## config.mk

```make
export PLATFORM = sky130hd
export DESIGN_NAME = multicycle_controller
export DESIGN_NICKNAME = d
export VERILOG_FILES = /design/src/rtl/multicycle_controller.sv
export SDC_FILE = /design/constraint.sdc
export NUM_CORES = 1
export LEC_CHECK = 0
export CORE_MARGIN = 4
export CORE_UTILIZATION = 50
export CTS_CLUSTER_DIAMETER = 40
export CTS_CLUSTER_SIZE = 30
export DETAILED_ROUTE_END_ITERATION = 16
export PLACE_DENSITY_LB_ADDON = 0.2
export SETUP_SLACK_MARGIN = 0.3
export SYNTH_ARGS = -nofsm -noshare
export SYNTH_HDL_FRONTEND = slang
export SYNTH_SLANG_ARGS = --single-unit
```

## constraint.sdc

```tcl
create_clock -name clk -period 3.24 [get_ports clk]
set_input_delay 0.324 -clock clk [delete_from_list [all_inputs] [get_ports clk]]
set_output_delay 0.324 -clock clk [all_outputs]
set_load 0.005 [all_outputs]
```

## src/rtl/multicycle_controller.sv

```systemverilog
// Multicycle CPU control FSM: FETCH/DECODE/EXEC/MEM/WB sequencing, flag register, timeout and illegal-opcode error trap.
// Zero-wait latency 3 (branch/call/jr), 4 (ALU/li/move/store), 5 (load); FETCH and MEM hold their strobes until ack.
module multicycle_controller #(
  parameter int unsigned MEM_TIMEOUT = 15,
  parameter logic [3:0]  FLAG_RST    = 4'b0000
) (
  input  logic       clk,
  input  logic       rst,
  input  logic [4:0] opcode,
  input  logic       fetch_ack,
  input  logic       mem_ack,
  input  logic [3:0] alu_flags,
  output logic       fetch_req,
  output logic       ir_ld,
  output logic       rdr1,
  output logic       rdr2,
  output logic [1:0] x_sel,
  output logic [1:0] off_sel,
  output logic [2:0] fsel,
  output logic       alu_ld,
  output logic       mem_rd,
  output logic       mem_wr,
  output logic       rz_ld,
  output logic       rm_ld,
  output logic       rpc_ld,
  output logic       pc_inc,
  output logic       pc_ld,
  output logic [3:0] flags,
  output logic       busy,
  output logic       err,
  output logic [1:0] err_code
);

  typedef enum logic [2:0] {
    FETCH  = 3'd0,
    DECODE = 3'd1,
    EXEC   = 3'd2,
    MEM    = 3'd3,
    WB     = 3'd4,
    ERR    = 3'd7
  } state_t;

  localparam logic [7:0] WAIT_LAST = 8'(MEM_TIMEOUT - 1);

  state_t     state, state_nxt;
  logic [4:0] ir_op;
  logic [7:0] wcnt;
  logic [1:0] err_set;
  logic       wait_last;

  logic is_br, is_call, is_jr, is_ill, is_mem, is_alu, alu_reg;
  logic is_li, is_mv, is_ld, is_st;
  logic br_taken;

  assign is_br   = ir_op[4] && (ir_op[3:0] <= 4'd8);
  assign is_call = (ir_op == 5'b11001);
  assign is_jr   = (ir_op == 5'b11010);
  assign is_ill  = ir_op[4] && (ir_op[3:0] >= 4'd11);
  assign is_mem  = !ir_op[4] && (ir_op[3:2] == 2'b11);
  assign is_alu  = !ir_op[4] && !is_mem;
  assign alu_reg = (ir_op[3:1] == 3'b100) || ir_op[0];
  assign is_li   = is_mem && (ir_op[1:0] == 2'b00);
  assign is_mv   = is_mem && (ir_op[1:0] == 2'b01);
  assign is_ld   = is_mem && (ir_op[1:0] == 2'b10);
  assign is_st   = is_mem && (ir_op[1:0] == 2'b11);

  assign wait_last = (wcnt == WAIT_LAST);
  assign busy      = (state != FETCH);
  assign err       = (state == ERR);

  // Branch conditions test the registered flags {C,V,S,Z}, never the live ALU output.
  always_comb begin
    br_taken = 1'b0;
    case (ir_op[3:0])
      4'd0:    br_taken = 1'b1;
      4'd1:    br_taken = flags[0];
      4'd2:    br_taken = !flags[0];
      4'd3:    br_taken = flags[3];
      4'd4:    br_taken = !flags[3];
      4'd5:    br_taken = flags[2];
      4'd6:    br_taken = !flags[2];
      4'd7:    br_taken = flags[1];
      4'd8:    br_taken = !flags[1];
      default: br_taken = 1'b0;
    endcase
  end

  always_ff @(posedge clk) begin
    if (rst) begin
      state    <= FETCH;
      ir_op    <= '0;
      flags    <= FLAG_RST;
      err_code <= '0;
      wcnt     <= '0;
    end else begin
      state <= state_nxt;
      if (state == FETCH && fetch_ack) ir_op <= opcode;
      if (state == EXEC && is_alu) flags <= alu_flags;
      if (err_set != 2'b00) err_code <= err_set;
      // Any state change clears the wait counter, so it starts at 0 on entry to FETCH/MEM.
      if (state_nxt != state) wcnt <= '0;
      else if (state == FETCH || state == MEM) wcnt <= wcnt + 8'd1;
    end
  end

  always_comb begin
    state_nxt = state;
    err_set   = 2'b00;
    fetch_req = 1'b0;
    ir_ld     = 1'b0;
    rdr1      = 1'b0;
    rdr2      = 1'b0;
    x_sel     = 2'd0;
    off_sel   = 2'd0;
    fsel      = 3'd0;
    alu_ld    = 1'b0;
    mem_rd    = 1'b0;
    mem_wr    = 1'b0;
    rz_ld     = 1'b0;
    rm_ld     = 1'b0;
    rpc_ld    = 1'b0;
    pc_inc    = 1'b0;
    pc_ld     = 1'b0;
    case (state)
      FETCH: begin
        fetch_req = 1'b1;
        if (fetch_ack) begin
          ir_ld     = 1'b1;
          state_nxt = DECODE;
        end else if (wait_last) begin
          state_nxt = ERR;
          err_set   = 2'b01;
        end
      end
      DECODE: begin
        if (is_ill) begin
          state_nxt = ERR;
          err_set   = 2'b10;
        end else begin
          rdr1      = is_jr || is_st || is_alu;
          rdr2      = is_mv || is_ld || is_st || (is_alu && alu_reg);
          state_nxt = EXEC;
        end
      end
      EXEC: begin
        alu_ld = 1'b1;
        if (is_br) begin
          x_sel     = 2'd3;
          off_sel   = 2'd3;
          pc_ld     = br_taken;
          pc_inc    = !br_taken;
          state_nxt = FETCH;
        end else if (is_call) begin
          x_sel     = 2'd3;
          off_sel   = 2'd2;
          rpc_ld    = 1'b1;
          pc_ld     = 1'b1;
          state_nxt = FETCH;
        end else if (is_jr) begin
          x_sel     = 2'd1;
          fsel      = 3'd6;
          pc_ld     = 1'b1;
          state_nxt = FETCH;
        end else if (is_li) begin
          off_sel   = 2'd2;
          fsel      = 3'd7;
          state_nxt = WB;
        end else if (is_mv) begin
          x_sel     = 2'd2;
          fsel      = 3'd6;
          state_nxt = WB;
        end else if (is_ld || is_st) begin
          x_sel     = 2'd2;
          off_sel   = 2'd1;
          state_nxt = MEM;
        end else begin
          x_sel     = 2'd1;
          off_sel   = alu_reg ? 2'd0 : 2'd2;
          fsel      = ir_op[3:1];
          state_nxt = WB;
        end
      end
      MEM: begin
        mem_rd = is_ld;
        mem_wr = is_st;
        if (mem_ack) begin
          if (is_ld) begin
            state_nxt = WB;
          end else begin
            pc_inc    = 1'b1;
            state_nxt = FETCH;
          end
        end else if (wait_last) begin
          state_nxt = ERR;
          err_set   = 2'b01;
        end
      end
      WB: begin
        rz_ld     = !is_ld;
        rm_ld     = is_ld;
        pc_inc    = 1'b1;
        state_nxt = FETCH;
      end
      ERR:     state_nxt = ERR;
      default: state_nxt = FETCH;
    endcase
  end

endmodule

```

==> results.py <==
metrics = {
    "sta": {
        "post-route-period-util_pct": 84.3,
        "period_needed_ns": 2.73,
        "rsz0062_at_grt": "false",
        "slew_viol_final": 0,
        "setup_viol": 0,
        "relSlewSlack_pct": 59.8,
        "hold_ws_ns": 0.458,
        "final_hold_viol_count": 0,
        "worst-slew-pin-transition_ns": 0.603,
        "finalClockSkew_ns": 0.00243,
        "tns_ns": 0,
        "fmax_mhz": 366,
    },
    "finish": {
        "layout-drive-gt1-share_pct": 8.20,
        "final_common_cell": "clkdlybuf4s50_1",
        "insertedDiodeCount": 0,
        "areaGrowthSynthToFinish_pct": 26.6,
        "nets": 261,
        "final_cell_mix": "clkdlybuf4s50_1 (39), nor2_1 (25), nand2_1 (24)",
    },
    "clock_network": {
        "cts.sinks": 22,
        "clk_latency_ns": 0.30,
        "cts-root-buf": "clkbuf_4",
        "cts_hold_buffers": 0,
        "cts_setup_buffers": 0,
        "path_clk_slew_ns": 0.11,
        "cts_max_level": 1,
        "numCtsBuffers": 3,
        "cts_tree": "yes",
        "cts_buffer_depth": 2,
    },
    "yosys": {
        "ys_seq_elements": 22,
        "syn_inst": 215,
        "seq_area_frac_synth_pct": 27.7,
        "synth-async-reset-ratio_pct": 0,
        "synth_ff_type": "dfxtp_1",
        "syn_area_um2": 1590,
        "synth-edff-count": 0,
        "syn_nets": 230,
        "yosys-top-cells-area": "dfxtp_1 (28%), nor2_1 (6.1%), nand2_1 (5.9%)",
        "synth_top_cell_area_share_pct": 27.7,
        "synth_area_per_cell_um2": 7.39,
        "yosys_warnings": 0,
        "synthDistinctLibCells": 51,
        "synth.largest_area_cell": "dfxtp_1",
    },
    "worst_setup_path": {
        "rr_endpoint": "wcnt[5]",
        "worstReg2RegStart": "state[0]",
        "reg2reg_slack_ns": 1.09,
        "r2r_cells": 5,
        "critPathMaxStageDelay_ns": 0.56,
        "critPathKind": "reg -> out",
        "arrival_ns": 2.41,
        "endpoint": "pc_inc",
        "critPathCaptureType": "output port",
        "cpMaxStageDelayCell": "dfxtp_2",
        "critPathLaunch": "ir_op[2]",
        "critPathLaunchType": "flip-flop",
        "cp.required_ns": 2.92,
        "path_cells": "mux2_2 -> o211ai_1 -> o21ai_0 -> o311ai_0 -> clkdlybuf4s50_1",
        "critPathMaxFanout": 20,
    },
    "route": {
        "drt-wirelength-per-cell_um": 13.4,
        "drt_iter0_drc": 122,
        "dr.pass1.iters": 4,
        "detail-route-antenna-nets": 0,
        "detail_route.vias_per_cell": 5.51,
        "num_vias": 1587,
        "remaining_drc_errors": 0,
        "drt_wl_total_um": 3870,
    },
    "power_and_ir_drop": {
        "peakVddDrop_mv": 0.302,
        "cellPowerDensity_nw_per_um2": 296,
        "p_leak_nw": 0.716,
        "finalPower_w": 0.000596,
    },
    "flow_run": {
        "cap_violations": 0,
    },
    "placement": {
        "routabilityCongestion": 0.817,
        "port_buffers": 39,
        "hpwlAfterDp_um": 2950,
    },
    "min_path": {
        "hold_class": "reg -> reg",
    },
    "grt": {
        "antenna_found_initial": 0,
        "grt_pass1_wl_um": 6580,
        "grt_pass1_vias": 1474,
        "grt_max_degree": 21,
        "track_usage_pct": 19.3,
        "grt_overflow": 0,
    },
    "floorplan": {
        "fp-row-count": 20,
        "die_w_um": 64.4,
        "die_height_um": 64.4,
        "core-area_um2": 3050,
        "pin_count": 40,
        "die_area_um2": 4140,
        "start_util_pct": 52.0,
    },
    "outcome": {
        "status": "complete, no violations",
    },
}
[stage by stage]
stage | std cells | setup WS (ns) | instance area [um^2] | util (%)
after floorplan | 215 | 1.47 | 1590 | -
after global placement | 285 | 0.703 | 1980 | 64.9
after detailed placement | 285 | 0.640 | 1980 | 64.9
after CTS | 288 | 0.410 | 2010 | 65.7
after global routing | 288 | 0.323 | 2010 | 65.9
final | 288 | 0.509 | 2010 | 65.9
[flip-flops by register name, summed over array words and instances, names as in the netlist]
signal and count:
state 3, flags 4, err_code 2, ir_op 5, wcnt 8
[power by group]
group | switching (W) | internal [W]
clock network | 0.0000761 | 0.0000435
registers | 0.0000257 | 0.000282
logic | 0.0000840 | 0.0000842
[area by class of cell]
type,instances,area (um^2)
Multi-Input combinational cell,171,1060
Clock buffer,3,22.5
Sequential cell,22,443
Inverter,6,22.5
Tap cell,44,55.1
Timing Repair Buffer,42,413
Fill cell,268,1040
[worst max-delay path, delay by kind of cell (launching register included)]
kind / cells / cell delay [ns]
AO/OA/AOI/OAI: 3 / 0.59
buffers and inverters: 1 / 0.56
flip-flops: 1 / 0.56
multiplexers: 1 / 0.39
[kinds of logic (layout without fill, tap and decap cells)]
logic type / count (synthesis) / count (layout) / share of synthesized area (%)
mux: 9 / 9 / 5.83
simple gates: 104 / 104 / 34.4
compound gates: 45 / 45 / 18.3
xor+xnor: 11 / 11 / 6.06
buf+inv: 22 / 51 / 6.14
fa+ha+maj: 2 / 2 / 1.57
flops: 22 / 22 / 27.7
[synth_stat cells (2+ instances only)]
library cell and n:
a21oi_1 18, buf_2 6, nand4_1 8, nor2b_1 2, inv_1 5, clkbuf_1 5
xnor2_1 4, or3_1 2, nor2_1 26, nand2b_1 6, buf_1 4, xor2_1 7
nor3_1 7, dfxtp_1 22, nand4b_1 3, and3_1 4, o22a_1 2, nand3_1 7
ha_1 2, or3_4 2, o31ai_1 2, nor4b_1 2, nand2_1 25, mux2_2 2
o21ai_0 10, mux2i_1 7
[routing by layer]
metal / routed length [um] / up-vias / global-route usage [%]
met4: 42 / 0 / 5.54
met3: 171 / 6 / 1.76
met2: 1750 / 44 / 31.3
li1: - / 820 / -
met5: 0 / - / 0
met1: 1910 / 717 / 27.2
[worst min-delay path by stage]
stage | to | from | depth (start not counted)
final | err_code[0] | err_code[0] | 2
after global routing | err_code[0] | err_code[0] | 2
after CTS | err_code[0] | err_code[0] | 2
after detailed placement | err_code[0] | err_code[0] | 2
after global placement | err_code[1] | err_code[1] | 2
after floorplan | err_code[0] | rst | 1
[what timing repair did]
item | in CTS | in global routing
cloned | 0 | 0
gates resized for setup | 1 | 3
endpoints found under the hold margin | 0 | 0
setup endpoints to repair | 1 | 2
Power figures use the tool's default switching activity.
